--- config.mk ---
export PLATFORM = sky130hd
export DESIGN_NAME = multicycle_control_unit
export DESIGN_NICKNAME = d
export VERILOG_FILES = /design/src/rtl/multicycle_control_unit.sv
export SDC_FILE = /design/constraint.sdc
export NUM_CORES = 1
export LEC_CHECK = 0
export CAP_MARGIN = 20
export CORE_MARGIN = 2
export CORE_UTILIZATION = 51
export DETAILED_ROUTE_END_ITERATION = 6
export GPL_TIMING_DRIVEN = 0
export HOLD_SLACK_MARGIN = 0.15
export PLACE_DENSITY = 0.84
export SYNTH_ARGS = -nofsm -noshare
export SYNTH_HDL_FRONTEND = slang
export SYNTH_SLANG_ARGS = --single-unit
--- constraint.sdc ---
create_clock -name clk -period 3.85 [get_ports clk]
set_input_delay 1.155 -clock clk [delete_from_list [all_inputs] [get_ports clk]]
set_output_delay 1.155 -clock clk [all_outputs]
set_load 0.03 [all_outputs]
--- src/rtl/multicycle_control_unit.sv ---
// Multicycle RV32-style control FSM: fetch/decode/execute/memory/writeback with trap handling.
// Optional feature macro CUSTOM_OP_EN: when defined, CUSTOM0 executes as an R-type op and raises custom_sel.
module multicycle_control_unit #(
  parameter int MEM_TIMEOUT = 16
) (
  input  logic       clk,
  input  logic       rst_n,
  input  logic [4:0] opcode,
  input  logic       mem_ready,
  input  logic       trap_ack,
  output logic       mem_req,
  output logic       mem_we,
  output logic       mem_is_instr,
  output logic       ir_write,
  output logic       pc_write,
  output logic       reg_write,
  output logic       branch,
  output logic [1:0] alu_src_a,
  output logic [1:0] alu_src_b,
  output logic [1:0] alu_op,
  output logic [1:0] wb_sel,
  output logic       trap,
  output logic [1:0] trap_cause,
  output logic       custom_sel,
  output logic [2:0] state
);

  localparam logic [2:0] S_IDLE   = 3'd0;
  localparam logic [2:0] S_FETCH  = 3'd1;
  localparam logic [2:0] S_DECODE = 3'd2;
  localparam logic [2:0] S_EXEC   = 3'd3;
  localparam logic [2:0] S_MEM    = 3'd4;
  localparam logic [2:0] S_WB     = 3'd5;
  localparam logic [2:0] S_TRAP   = 3'd6;

  localparam logic [4:0] OPC_LOAD    = 5'b00000;
  localparam logic [4:0] OPC_STORE   = 5'b01000;
  localparam logic [4:0] OPC_BRANCH  = 5'b11000;
  localparam logic [4:0] OPC_JALR    = 5'b11001;
  localparam logic [4:0] OPC_JAL     = 5'b11011;
  localparam logic [4:0] OPC_OP_IMM  = 5'b00100;
  localparam logic [4:0] OPC_OP      = 5'b01100;
  localparam logic [4:0] OPC_AUIPC   = 5'b00101;
  localparam logic [4:0] OPC_LUI     = 5'b01101;
  localparam logic [4:0] OPC_SYSTEM  = 5'b11100;
  localparam logic [4:0] OPC_CUSTOM0 = 5'b00010;

  localparam int CW = (MEM_TIMEOUT > 0) ? $clog2(MEM_TIMEOUT + 1) : 1;
  localparam logic [CW-1:0] LAST_WAIT = CW'((MEM_TIMEOUT > 0) ? (MEM_TIMEOUT - 1) : 0);

  logic [2:0]    state_q;
  logic [2:0]    next_state;
  logic [4:0]    op_q;
  logic [1:0]    cause_q;
  logic [1:0]    next_cause;
  logic [CW-1:0] wait_cnt;
  logic          timeout_hit;
  logic          op_custom;
  logic [1:0]    exec_a;
  logic [1:0]    exec_b;
  logic [1:0]    exec_op;

  function automatic logic is_legal(input logic [4:0] opc);
    logic ok;
    case (opc)
      OPC_LOAD, OPC_STORE, OPC_BRANCH, OPC_JALR, OPC_JAL,
      OPC_OP_IMM, OPC_OP, OPC_AUIPC, OPC_LUI, OPC_SYSTEM: ok = 1'b1;
`ifdef CUSTOM_OP_EN
      OPC_CUSTOM0: ok = 1'b1;
`endif
      default: ok = 1'b0;
    endcase
    return ok;
  endfunction

`ifdef CUSTOM_OP_EN
  assign op_custom = (op_q == OPC_CUSTOM0);
`else
  assign op_custom = 1'b0;
`endif

  // The final permitted wait cycle expires unless mem_ready arrives in that same cycle
  assign timeout_hit = (MEM_TIMEOUT > 0) && !mem_ready && (wait_cnt == LAST_WAIT);
  assign state       = state_q;
  assign trap_cause  = cause_q;

  // State and trap-cause registers
  always_ff @(posedge clk or negedge rst_n) begin
    if (!rst_n) begin
      state_q <= S_IDLE;
      cause_q <= 2'd0;
    end else begin
      state_q <= next_state;
      cause_q <= next_cause;
    end
  end

  // Opcode latch, captured while the IR contents are being decoded
  always_ff @(posedge clk or negedge rst_n) begin
    if (!rst_n) begin
      op_q <= 5'd0;
    end else if (state_q == S_DECODE) begin
      op_q <= opcode;
    end else begin
      op_q <= op_q;
    end
  end

  // Memory wait counter: zeroed on every state change, saturating while waiting
  always_ff @(posedge clk or negedge rst_n) begin
    if (!rst_n) begin
      wait_cnt <= {CW{1'b0}};
    end else if (next_state != state_q) begin
      wait_cnt <= {CW{1'b0}};
    end else if ((state_q == S_FETCH || state_q == S_MEM) && !mem_ready && !(&wait_cnt)) begin
      wait_cnt <= wait_cnt + CW'(1);
    end else begin
      wait_cnt <= wait_cnt;
    end
  end

  // Next-state and trap-cause selection
  always_comb begin
    next_state = S_IDLE;
    next_cause = cause_q;
    case (state_q)
      S_IDLE: next_state = S_FETCH;
      S_FETCH: begin
        if (mem_ready) begin
          next_state = S_DECODE;
        end else if (timeout_hit) begin
          next_state = S_TRAP;
          next_cause = 2'd2;
        end else begin
          next_state = S_FETCH;
        end
      end
      S_DECODE: begin
        if (!is_legal(opcode)) begin
          next_state = S_TRAP;
          next_cause = 2'd1;
        end else if (opcode == OPC_SYSTEM) begin
          next_state = S_TRAP;
          next_cause = 2'd3;
        end else begin
          next_state = S_EXEC;
        end
      end
      S_EXEC: begin
        case (op_q)
          OPC_LOAD, OPC_STORE: next_state = S_MEM;
          OPC_BRANCH:          next_state = S_FETCH;
          default:             next_state = S_WB;
        endcase
      end
      S_MEM: begin
        if (mem_ready) begin
          next_state = (op_q == OPC_STORE) ? S_FETCH : S_WB;
        end else if (timeout_hit) begin
          next_state = S_TRAP;
          next_cause = 2'd2;
        end else begin
          next_state = S_MEM;
        end
      end
      S_WB: next_state = S_FETCH;
      S_TRAP: begin
        if (trap_ack) begin
          next_state = S_FETCH;
          next_cause = 2'd0;
        end else begin
          next_state = S_TRAP;
        end
      end
      default: begin
        next_state = S_IDLE;
        next_cause = 2'd0;
      end
    endcase
  end

  // ALU operand/operation selection from the latched opcode, held from EXEC through WB
  always_comb begin
    exec_a  = 2'b00;
    exec_b  = 2'b00;
    exec_op = 2'b00;
    case (op_q)
      OPC_LOAD, OPC_STORE, OPC_JALR: exec_b = 2'b01;
      OPC_OP:                        exec_op = 2'b10;
`ifdef CUSTOM_OP_EN
      OPC_CUSTOM0:                   exec_op = 2'b10;
`endif
      OPC_OP_IMM: begin
        exec_b  = 2'b01;
        exec_op = 2'b11;
      end
      OPC_AUIPC, OPC_JAL: begin
        exec_a = 2'b01;
        exec_b = 2'b01;
      end
      OPC_LUI: begin
        exec_a = 2'b10;
        exec_b = 2'b01;
      end
      OPC_BRANCH: exec_op = 2'b01;
      default: begin
        exec_a  = 2'b00;
        exec_b  = 2'b00;
        exec_op = 2'b00;
      end
    endcase
  end

  // Output decode per state
  always_comb begin
    mem_req      = 1'b0;
    mem_we       = 1'b0;
    mem_is_instr = 1'b0;
    ir_write     = 1'b0;
    pc_write     = 1'b0;
    reg_write    = 1'b0;
    branch       = 1'b0;
    alu_src_a    = 2'b00;
    alu_src_b    = 2'b00;
    alu_op       = 2'b00;
    wb_sel       = 2'b00;
    trap         = 1'b0;
    custom_sel   = 1'b0;
    case (state_q)
      S_FETCH: begin
        mem_req      = 1'b1;
        mem_is_instr = 1'b1;
        if (mem_ready) begin
          ir_write  = 1'b1;
          pc_write  = 1'b1;
          alu_src_a = 2'b01;
          alu_src_b = 2'b10;
        end else begin
          ir_write  = 1'b0;
          pc_write  = 1'b0;
        end
      end
      S_EXEC: begin
        alu_src_a  = exec_a;
        alu_src_b  = exec_b;
        alu_op     = exec_op;
        branch     = (op_q == OPC_BRANCH);
        custom_sel = op_custom;
      end
      S_MEM: begin
        mem_req   = 1'b1;
        mem_we    = (op_q == OPC_STORE);
        alu_src_a = exec_a;
        alu_src_b = exec_b;
        alu_op    = exec_op;
      end
      S_WB: begin
        reg_write  = 1'b1;
        alu_src_a  = exec_a;
        alu_src_b  = exec_b;
        alu_op     = exec_op;
        custom_sel = op_custom;
        if (op_q == OPC_LOAD) begin
          wb_sel = 2'b01;
        end else if (op_q == OPC_JAL || op_q == OPC_JALR) begin
          wb_sel   = 2'b10;
          pc_write = 1'b1;
        end else begin
          wb_sel = 2'b00;
        end
      end
      S_TRAP: trap = 1'b1;
      default: trap = 1'b0;
    endcase
  end

endmodule

# Yosys cells after proc, flatten, opt, wreduce, memory -nomap -nowiden
# Memories as Yosys holds them, arrays and structs flattened.
# Index checks and enable logic that the tools add are counted.
[word_totals]
wordCells = 88
mem_bits_ro = 32
reg_bits = 15
mem_count = 1
[classes]
addsub = 1
eq_ne = 21
muxes = 41
bitwise = 1
reduce_logical = 19
[memory_table]
columns = ["name", "depth", "word_bits", "rd", "rd_clocked_by_memory_dff", "write_ports", "line", "source"]
rows = [
  ["(no name shown)", 32, 1, 1, 0, 0, "65", "case (opc)"],
]
[op_table]
columns = ["operator", "n"]
rows = [
  ["$mux W2", 11],
  ["$mux W3", 7],
  ["$eq A5 B4 Y1 const B", 4],
  ["$eq A5 B5 Y1 const B", 4],
  ["$pmux W3 S6", 1],
  ["$mux W1", 13],
  ["$pmux W2 S2", 3],
  ["$eq A5 B3 Y1 const B", 2],
  ["$mux W5", 2],
  ["$reduce_and A5 Y1", 2],
  ["$eq A3 B3 Y1 const B", 3],
  ["$pmux W2 S4", 1],
  ["$reduce_or A2 Y1", 4],
  ["$reduce_or A7 Y1", 1],
  ["$eq A3 B2 Y1 const B", 2],
  ["$pmux W2 S3", 1],
  ["$pmux W3 S2", 1],
  ["$reduce_or A3 Y1", 2],
  ["$add A5 B1 Y5 const B", 1],
  ["$logic_not A5 Y1", 1],
  ["$ne A2 B2 Y1 const B", 2],
  ["$eq A3 B1 Y1 const B", 1],
  ["$logic_and A1 B1 Y1", 3],
  ["$logic_not A3 Y1", 1],
  ["8 further kinds", 10],
]

# Longest topological paths before layout
# Gate-level depths: netlist of the first run.
[depth]
word_depth = 7
mapped_depth = 7
depth_no_buf = 7

# Worst setup path after synthesis of the first run
# OpenSTA, ideal clock, no wires.
[synth_path]
path_type = "reg2out"
start = "register state_q[0], in the netlist state[0]"
end = "output alu_src_a[1]"
path_buffers = 1
arrival_ps = 2182
path_stages_with_launch = 6
setup_slack_ps = 513
path_cell_list = "dfrtp_1 > buf_4 > and2b_1 > a21oi_1 > nand2b_1 > nor4_1"
[synth_between]
elab_chain_len = 3
[synth_rtl]
columns = ["item", "line", "source"]
rows = [
  ["from (decl)", "51", "logic [2:0] state_q;"],
  ["from (signal assigned)", "93", "state_q <= next_state;"],
  ["$eq A3 B3 Y1 / $eq A3 B2 Y1 (equally long branches)", "229", "case (state_q)"],
  ["$reduce_or A3 Y1 (no line)", "n/a", ""],
  ["$pmux W2 S2 (*)", "229", ""],
  ["to (decl)", "18", "output logic [1:0] alu_src_a,"],
]
# Mark *: on every way between the ends. The rest lies on a longest branch, timed or not.

# Worst setup path in the final report of the first run
[layout_path]
start = "input mem_ready"
end = "output alu_src_b[1]"
[layout_between]
elab_chain_len = 2
[layout_rtl]
columns = ["item", "line", "source"]
rows = [
  ["from (decl)", "9", "input logic mem_ready,"],
  ["$mux W2", "233", "if (mem_ready) begin"],
  ["$pmux W2 S2", "229", ""],
  ["to (decl)", "19", "output logic [1:0] alu_src_b,"],
]
# No other way between the ends.

==> impl_metrics.toml, run 1 <==
[setup_path]
worst_path_max_delay_cell = "clkdlybuf4s50_1"
rr_worst_depth = 7
start_kind = "input port"
crit_path_frequent_cell = "clkdlybuf4s50_1"
cp.required_ps = 2690
worstPathCellList = "clkdlybuf4s50_1, and3_1, clkdlybuf4s50_1"
critPathCaptureType = "primary output"
cp.arrival_ps = 2600
critPathMaxFanout = 7
critPathMaxStageDelay_ps = 660
crit_type = "in -> out"

[synth]
synth-main-ff-cell = "dfrtp_1"
yosys_warnings = 0
synth_area_per_cell_um2 = 8.95
yosysSeqAreaShare_pct = 32.8
async_flop_share_pct = 100
ys_types = 45
ys_ff_latch = 15
synth_top_area_share_pct = 32.8
synth_top_area_cell = "dfrtp_1"
synth_edf_count = 0
syn-num-nets = 140
netlist_area_um2 = 1150
synthCells = 128
synthTopCellsByArea = "dfrtp_1, mux2_2, nor2_1, and3_1, nand2b_1"

[timing]
fin_ws_ps = 96.3
worst_slew_pin_slew_ps = 666
fin_crit_ps = 3750
finalMaxSlewViolations = 0
max-slew-margin-rel_pct = 55.5
setup_tns_ps = 0
setup_violations = 0
max_freq_mhz = 266
period_share_pct = 97.5
rsz0062_at_grt = "false"
hold_viol = 0
skew_ps = 2.36

[route]
vias_per_cell = 5.72
num_vias = 1081
route.met3.wl_um = 108
drtIter0Drc = 25
finalWirelength_um = 2710
wire_per_inst_um = 14.4
drc = 0
dr.pass1.iters = 4
ant_nets = 0
wl_met2_um = 1350
highest_layer = "met4"
wirelength_met1_um = 1210

[cts]
post_cts_buffers = 0
cts_max_path_buffers = 2
insertion_delay_ps = 290
tritoncts = "done"
root_buffer = "clkbuf_4"
clkSinkCount = 15
ctsHoldBuffers = 0
path_clk_slew_ps = 90
htree_levels = 1
cts_buffers = 3

[cells_and_area]
drive_gt1_share_pct = 16.1
layout_common_cells = "clkdlybuf4s50_1, nor2_1, dfrtp_1"
final_common_cell = "clkdlybuf4s50_1"
antenna_cells = 0
fin_cells = 189
fin_nets = 174
synthToLayoutAreaGrowth_pct = 30.7

[floorplan]
start_util_pct = 52.8
floorplan.die.height_um = 51.4
dieArea_um2 = 2640
rows = 17
die_w_um = 51.4
core_um2 = 2170
pin_count = 31

[grt]
grt_first_pass_wirelength_um = 4520
gr-total-overflow = 0
grt_max_degree = 16
antenna_found_initial = 0
grt_pass1_vias = 1051
grtUsageTotal_pct = 22.6

[min_path]
whs_path_depth = 1
holdCritPathClass = "reg -> reg"

[run_status]
status = "complete, no violations"

[placed_design]
place_inst = 185
dp_worst_setup_slack_ps = -70.2
gp_congestion = 0.858
dp_hpwl_um = 2150
io_buffers = 29

[flow_run]
cap_violations = 0

[power]
ir_drop_uv = 522
p_per_area_nw_per_um2 = 736
p_leak_nw = 0.636
[area by class of cell]
class | instances | area, µm²
Sequential cell | 15 | 375
Buffer | 6 | 40.0
Inverter | 6 | 22.5
Tap cell | 28 | 35.0
Fill cell | 189 | 672
Clock buffer | 4 | 26.3
Timing Repair Buffer | 29 | 290
Multi-Input combinational cell | 101 | 708
[registers in the layout, summed over array words and instances, names as in the netlist]
name and count:
wait_cnt 5, trap_cause 2, op_q 5, state 3
[per-stage QoR]
stage,total power [mW],hold WS [ps],instance area (µm²),utilization [%]
2_1_floorplan,0.782,502,1150,-
3_3_place_gp,0.995,500,1470,67.8
3_5_place_dp,1.02,501,1470,67.8
4_1_cts,1.11,526,1500,68.9
5_1_grt,1.17,538,1500,69.0
6_report,1.10,529,1500,69.0
[cells in the mapped netlist (3+ instances only)]
cell / n
mux2_2: 5
xnor2_1: 3
dfrtp_1: 15
o21ai_0: 3
nor2_1: 15
nor3_1: 4
inv_1: 6
nand2_1: 5
nor4_1: 5
a21oi_1: 6
nand2b_1: 7
and3_1: 7
ha_1: 3
a211oi_1: 4
[final timing paths]
check / start / to / slack, ps
hold / removal: trap_cause[0]$_DFFE_PN0P_ / trap_cause[0]$_DFFE_PN0P_ / 530
setup reg to reg: wait_cnt[0]$_DFFE_PN0P_ / wait_cnt[1]$_DFFE_PN0P_ / 1950
setup / recovery: mem_ready / alu_src_b[1] / 100
max in group asynchronous: rst_n / state[1]$_DFF_PN0_ / 2160
min in group asynchronous: rst_n / op_q[1]$_DFFE_PN0N_ / 1270
hold reg to reg: trap_cause[0]$_DFFE_PN0P_ / trap_cause[0]$_DFFE_PN0P_ / 530
[per-layer routing]
metal  up-vias  GRT usage (%)
met5         -              0
met4         0           8.33
met3         5           3.22
met2        31           37.0
met1       509           30.1
li1        536              -
[kinds of logic (layout without fill, tap and decap cells)]
family          count (synthesis)  after routing  share of synthesized area, %
compound gates                 25             25                          15.9
mux                             6              6                          5.79
xor+xnor                        4              4                          3.71
fa+ha+maj                       3              3                          3.28
flops                          15             15                          32.8
simple gates                   62             62                          32.8
other cells                     1              1                         0.327
buf+inv                        12             45                          5.46
[critical path, delay by kind of cell]
kind,cells,cell delay (ps)
AND/OR/NAND/NOR,1,190
buffers and inverters,2,1250
[power by group]
part           switching, mW  total, mW  leakage, nW  internal [mW]
clock network         0.0498     0.0901       0.0150         0.0403
logic                  0.421      0.729        0.430          0.307
registers             0.0691      0.283        0.190          0.214
[what timing repair did]
action                                  4_1_cts  5_1_grt
cloned                                        0        0
resized for setup                             2        1
endpoints found under the setup margin        2        1
Note: power is estimated with default switching activity, not from simulation.
==> inputs of run 2 (changes only) <==
--- a/config.mk
+++ b/config.mk
@@ -7,11 +7,11 @@
 export LEC_CHECK = 0
 export CAP_MARGIN = 20
 export CORE_MARGIN = 2
-export CORE_UTILIZATION = 51
+export CORE_UTILIZATION = 48
 export DETAILED_ROUTE_END_ITERATION = 6
 export GPL_TIMING_DRIVEN = 0
 export HOLD_SLACK_MARGIN = 0.15
-export PLACE_DENSITY = 0.84
+export PLACE_DENSITY = 0.8
 export SYNTH_ARGS = -nofsm -noshare
 export SYNTH_HDL_FRONTEND = slang
 export SYNTH_SLANG_ARGS = --single-unit
==> constraint.sdc (replaced) <==
create_clock -name clk -period 3.87 [get_ports clk]
set_input_delay 1.161 -clock clk [delete_from_list [all_inputs] [get_ports clk]]
set_output_delay 1.161 -clock clk [all_outputs]
set_load 0.03 [all_outputs]
==> run 2 against run 1 <==
Against the previous run: global-route usage grew 0.31 points; total power shrank 0.43%; worst setup slack gained 29 ps; via count shrank 1.6%; wire length grew 0.59%; clock power grew 3.6%; combinational power is essentially flat; final cell count is the same; die area grew 5.8%; count of clock-buffer cells in the layout is the same.
==> impl_metrics.toml, run 2 (synthesized netlist as in run 1, its figures left out) <==
[power]
ir_drop_uv = 462
p_leak_nw = 0.636
power_mw = 1.10
p_per_area_nw_per_um2 = 733

[route]
wirelength_met1_um = 1240
route.met3.wl_um = 152
wire_per_inst_um = 14.4
drc = 0
drtIter0Drc = 12
wl_met2_um = 1270
ant_nets = 0
finalWirelength_um = 2730
dr.pass1.iters = 4
vias_per_cell = 5.63
num_vias = 1064
highest_layer = "met4"

[timing]
finalMaxSlewViolations = 0
hold_viol = 0
fin_crit_ps = 3740
setup_tns_ps = 0
max_freq_mhz = 267
max-slew-margin-rel_pct = 53.7
rsz0062_at_grt = "false"
setup_violations = 0
fin_ws_ps = 126
worst_slew_pin_slew_ps = 692
period_share_pct = 96.8
skew_ps = 2.01

[cells_and_area]
fillers = 182
fin_cells = 189
antenna_cells = 0
synthToLayoutAreaGrowth_pct = 30.7
drive_gt1_share_pct = 16.1
fin_util_pct = 67.1
seqCellArea_um2 = 375
fin_nets = 174
final_common_cell = "clkdlybuf4s50_1"
multi_input_area_um2 = 708
layout_common_cells = "clkdlybuf4s50_1, nor2_1, dfrtp_1"

[flow_run]
cap_violations = 0

[cts]
cts_buffers = 3
ctsHoldBuffers = 0
path_clk_slew_ps = 90
htree_levels = 1
clkSinkCount = 15
root_buffer = "clkbuf_4"
insertion_delay_ps = 290
cts_max_path_buffers = 2
tritoncts = "done"

[setup_path]
crit_type = "in -> out"
cp.required_ps = 2710
critPathMaxFanout = 7
critPathCaptureType = "primary output"
start_kind = "input port"
cp.arrival_ps = 2580

[run_status]
status = "complete, no violations"

[grt]
gr-total-overflow = 0
grtUsageTotal_pct = 22.9
antenna_found_initial = 0
grt_pass1_vias = 1081
grt_max_degree = 16
grt_first_pass_wirelength_um = 4660

[floorplan]
die_w_um = 52.9
dieArea_um2 = 2790
rows = 17
start_util_pct = 51.3
floorplan.die.height_um = 52.9
core_um2 = 2230
pin_count = 31

[placed_design]
dp_worst_setup_slack_ps = -77.3
gp_congestion = 0.934
place_inst = 185
io_buffers = 29
dp_hpwl_um = 2070

[min_path]
holdCritPathClass = "reg -> reg"
## run 2: final timing paths
check	slack, ps	end	startpoint	depth (start not counted)
hold / removal	530	trap_cause[0]$_DFFE_PN0P_	trap_cause[0]$_DFFE_PN0P_	1
min in group asynchronous	1280	op_q[4]$_DFFE_PN0N_	rst_n	1
max in group asynchronous	2160	state[2]$_DFF_PN0_	rst_n	1
setup reg to reg	1960	wait_cnt[1]$_DFFE_PN0P_	wait_cnt[0]$_DFFE_PN0P_	7
setup / recovery	130	alu_src_b[1]	mem_ready	3
hold reg to reg	530	trap_cause[0]$_DFFE_PN0P_	trap_cause[0]$_DFFE_PN0P_	1
## run 2: final cells by class
class / instances / share of cell area [%]
inverter: 6 / 1.50
timing repair buffer: 29 / 19.4
tap: 28 / 2.34
sequential: 15 / 25.1
clock buffer: 4 / 1.75
multi-input combinational: 101 / 47.3
buffer: 6 / 2.67
## run 2: worst max-delay path, cell delays in order
cell and delay, ps:
clkdlybuf4s50_1 580, and3_1 190, clkdlybuf4s50_1 660
## run 2: metrics by stage
step	hold slack [ps]	cell area (µm²)
3_5_place_dp	510	1470
6_report	531	1500
3_3_place_gp	503	1470
2_1_floorplan	502	1150
4_1_cts	536	1500
5_1_grt	557	1500
## run 2: what timing repair did
item / 4_1_cts / 5_1_grt
endpoints found under the setup margin: 2 / 1
resized for setup: 2 / 1
buffers inserted: 0 / 0
gates cloned: 0 / 0
## run 2: where the power goes
part / internal (mW) / total [mW] / switching [mW]
logic: 0.306 / 0.728 / 0.422
clock network: 0.0402 / 0.0933 / 0.0531
registers: 0.213 / 0.276 / 0.0630
total: 0.559 / 1.10 / 0.538
## run 2: per-layer routing
layer,global-route usage [%],vias to the layer above
li1,-,534
met1,30.6,483
met2,36.3,40
met3,1.98,7
met4,12.8,0
met5,0,-
==> inputs of run 3 (changes only) <==
--- a/config.mk
+++ b/config.mk
@@ -5,6 +5,7 @@
 export SDC_FILE = /design/constraint.sdc
 export NUM_CORES = 1
 export LEC_CHECK = 0
+export ABC_AREA = 0
 export CAP_MARGIN = 20
 export CORE_MARGIN = 2
 export CORE_UTILIZATION = 48
==> constraint.sdc (replaced) <==
create_clock -name clk -period 4.3 [get_ports clk]
set_input_delay 1.29 -clock clk [delete_from_list [all_inputs] [get_ports clk]]
set_output_delay 1.29 -clock clk [all_outputs]
set_load 0.03 [all_outputs]
==> run 3 against run 2 <==
Against the previous run: final cell count unchanged; via count unchanged; combinational power decreased by 9.2%; sequential power decreased by 10%; sequential share of layout area unchanged; clock power decreased by 10%; total power decreased by 9.4%; critical path depth increased by 1; count of clock-buffer cells in the layout unchanged; hold slack unchanged; register-to-register slack improved by 430 ps; global-route usage unchanged; critical endpoint is now alu_src_a[0]; largest cell class unchanged; highest routed layer unchanged.
==> impl_metrics.toml, run 3 (synthesized netlist as in run 1, its figures left out) <==
[min_path]
holdCritPathClass = "reg -> reg"
whs_path_depth = 1

[timing]
fin_crit_ps = 4190
period_share_pct = 97.6
rsz0062_at_grt = "false"
max_freq_mhz = 238
setup_violations = 0
finalMaxSlewViolations = 0
setup_tns_ps = 0
worst_slew_pin_slew_ps = 692
finalHoldWorstSlack_ps = 531
fin_ws_ps = 105
skew_ps = 2.01
max-slew-margin-rel_pct = 53.7
hold_viol = 0

[route]
drc = 0
ant_nets = 0
vias_per_cell = 5.63
num_vias = 1064
drtIter0Drc = 12
wire_per_inst_um = 14.4
finalWirelength_um = 2730
dr.pass1.iters = 4

[grt]
gr-total-overflow = 0
grt_max_degree = 16
grt_first_pass_wirelength_um = 4660
grt_pass1_vias = 1081
grtUsageTotal_pct = 22.9
antenna_found_initial = 0

[cts]
cts_buffers = 3
post_cts_buffers = 0
cts_max_path_buffers = 2
insertion_delay_ps = 290
clkSinkCount = 15
ctsHoldBuffers = 0
path_clk_slew_ps = 90
root_buffer = "clkbuf_4"
cts_resized = 0
htree_levels = 1
tritoncts = "done"

[power]
clock_power_share_pct = 8.5
ir_drop_uv = 416
swShare_pct = 48.7
p_per_area_nw_per_um2 = 663
p_leak_nw = 0.613
combPwrFrac_pct = 66.5
power.internal_mw = 0.509
switchingPower_mw = 0.484
p_seq_share_pct = 25.0
power_mw = 0.994

[cells_and_area]
fin_nets = 174
finalInstanceArea_um2 = 1500
layout_common_cells = "clkdlybuf4s50_1, nor2_1, dfrtp_1"
drive_gt1_share_pct = 16.1
final_common_cell = "clkdlybuf4s50_1"
fillers = 182
synthToLayoutAreaGrowth_pct = 30.7
antenna_cells = 0

[setup_path]
critPathCaptureType = "primary output"
start_kind = "input port"
critPathMaxFanout = 7
cp.arrival_ps = 2900
crit_type = "in -> out"
rr_worst_depth = 7
cp.required_ps = 3010

[floorplan]
die_w_um = 52.9
core_um2 = 2230
pin_count = 31
floorplan.die.height_um = 52.9
rows = 17
dieArea_um2 = 2790
start_util_pct = 51.3

[run_status]
status = "complete, no violations"

[placed_design]
io_buffers = 29
dp_hpwl_um = 2070
gp_congestion = 0.934
post_dp_cell_area_um2 = 1470
dp_worst_setup_slack_ps = 94.7

[flow_run]
cap_violations = 0
==> run 3: cell types whose count changed in the layout (fill, tap and decap cells not counted), sizes merged <==
cell | before | now
clkdlybuf4s50 | 26 | 29
dlymetal6s2s | 1 | 0
dlygate4sd2 | 2 | 0
==> run 3: worst paths after layout <==
check / from / to / slack [ps]
worst max-delay path: mem_ready / alu_src_a[0] / 110
worst min-delay path: trap_cause[0]$_DFFE_PN0P_ / trap_cause[0]$_DFFE_PN0P_ / 530
worst max register to register: wait_cnt[0]$_DFFE_PN0P_ / wait_cnt[1]$_DFFE_PN0P_ / 2390
worst min register to register: trap_cause[0]$_DFFE_PN0P_ / trap_cause[0]$_DFFE_PN0P_ / 530
max in group asynchronous: rst_n / state[2]$_DFF_PN0_ / 2460
min in group asynchronous: rst_n / op_q[4]$_DFFE_PN0N_ / 1410
==> run 3: metrics by stage <==
step                std cells  utilization, %
CTS                       189            67.1
global route              189            67.1
detailed placement        185            65.9
finish                    189            67.1
global placement          185            65.9
floorplan                 128               -
==> run 3: area by class of cell <==
type / instances / area (µm²) / share of cell area [%]
buffer: 6 / 40.0 / 2.67
clock buffer: 4 / 26.3 / 1.75
inverter: 6 / 22.5 / 1.50
multi-input combinational: 101 / 708 / 47.3
sequential: 15 / 375 / 25.1
tap: 28 / 35.0 / 2.34
timing repair buffer: 29 / 290 / 19.4
==> run 3: power by group through the flow <==
stage                     logic (mW)  clock network (mW)  registers, mW
final                          0.661              0.0840          0.248
after global placement         0.648                   0          0.247
after global routing           0.713              0.0931          0.258
after floorplan                0.421                   0          0.279
after CTS                      0.661              0.0858          0.248
after detailed placement       0.656                   0          0.251
==> run 3: metal layers <==
layer  wire length [µm]  vias up  GRT usage (%)
li1                   -      534              -
met1               1240      483           30.6
met2               1270       40           36.3
met3                153        7           1.98
met4                 70        0           12.8
met5                  0        -              0
==> run 3: worst max-delay path, stage by stage <==
cell	delay, ps
clkdlybuf4s50_1	580
and3_1	230
o21bai_1	120
clkdlybuf4s50_1	680
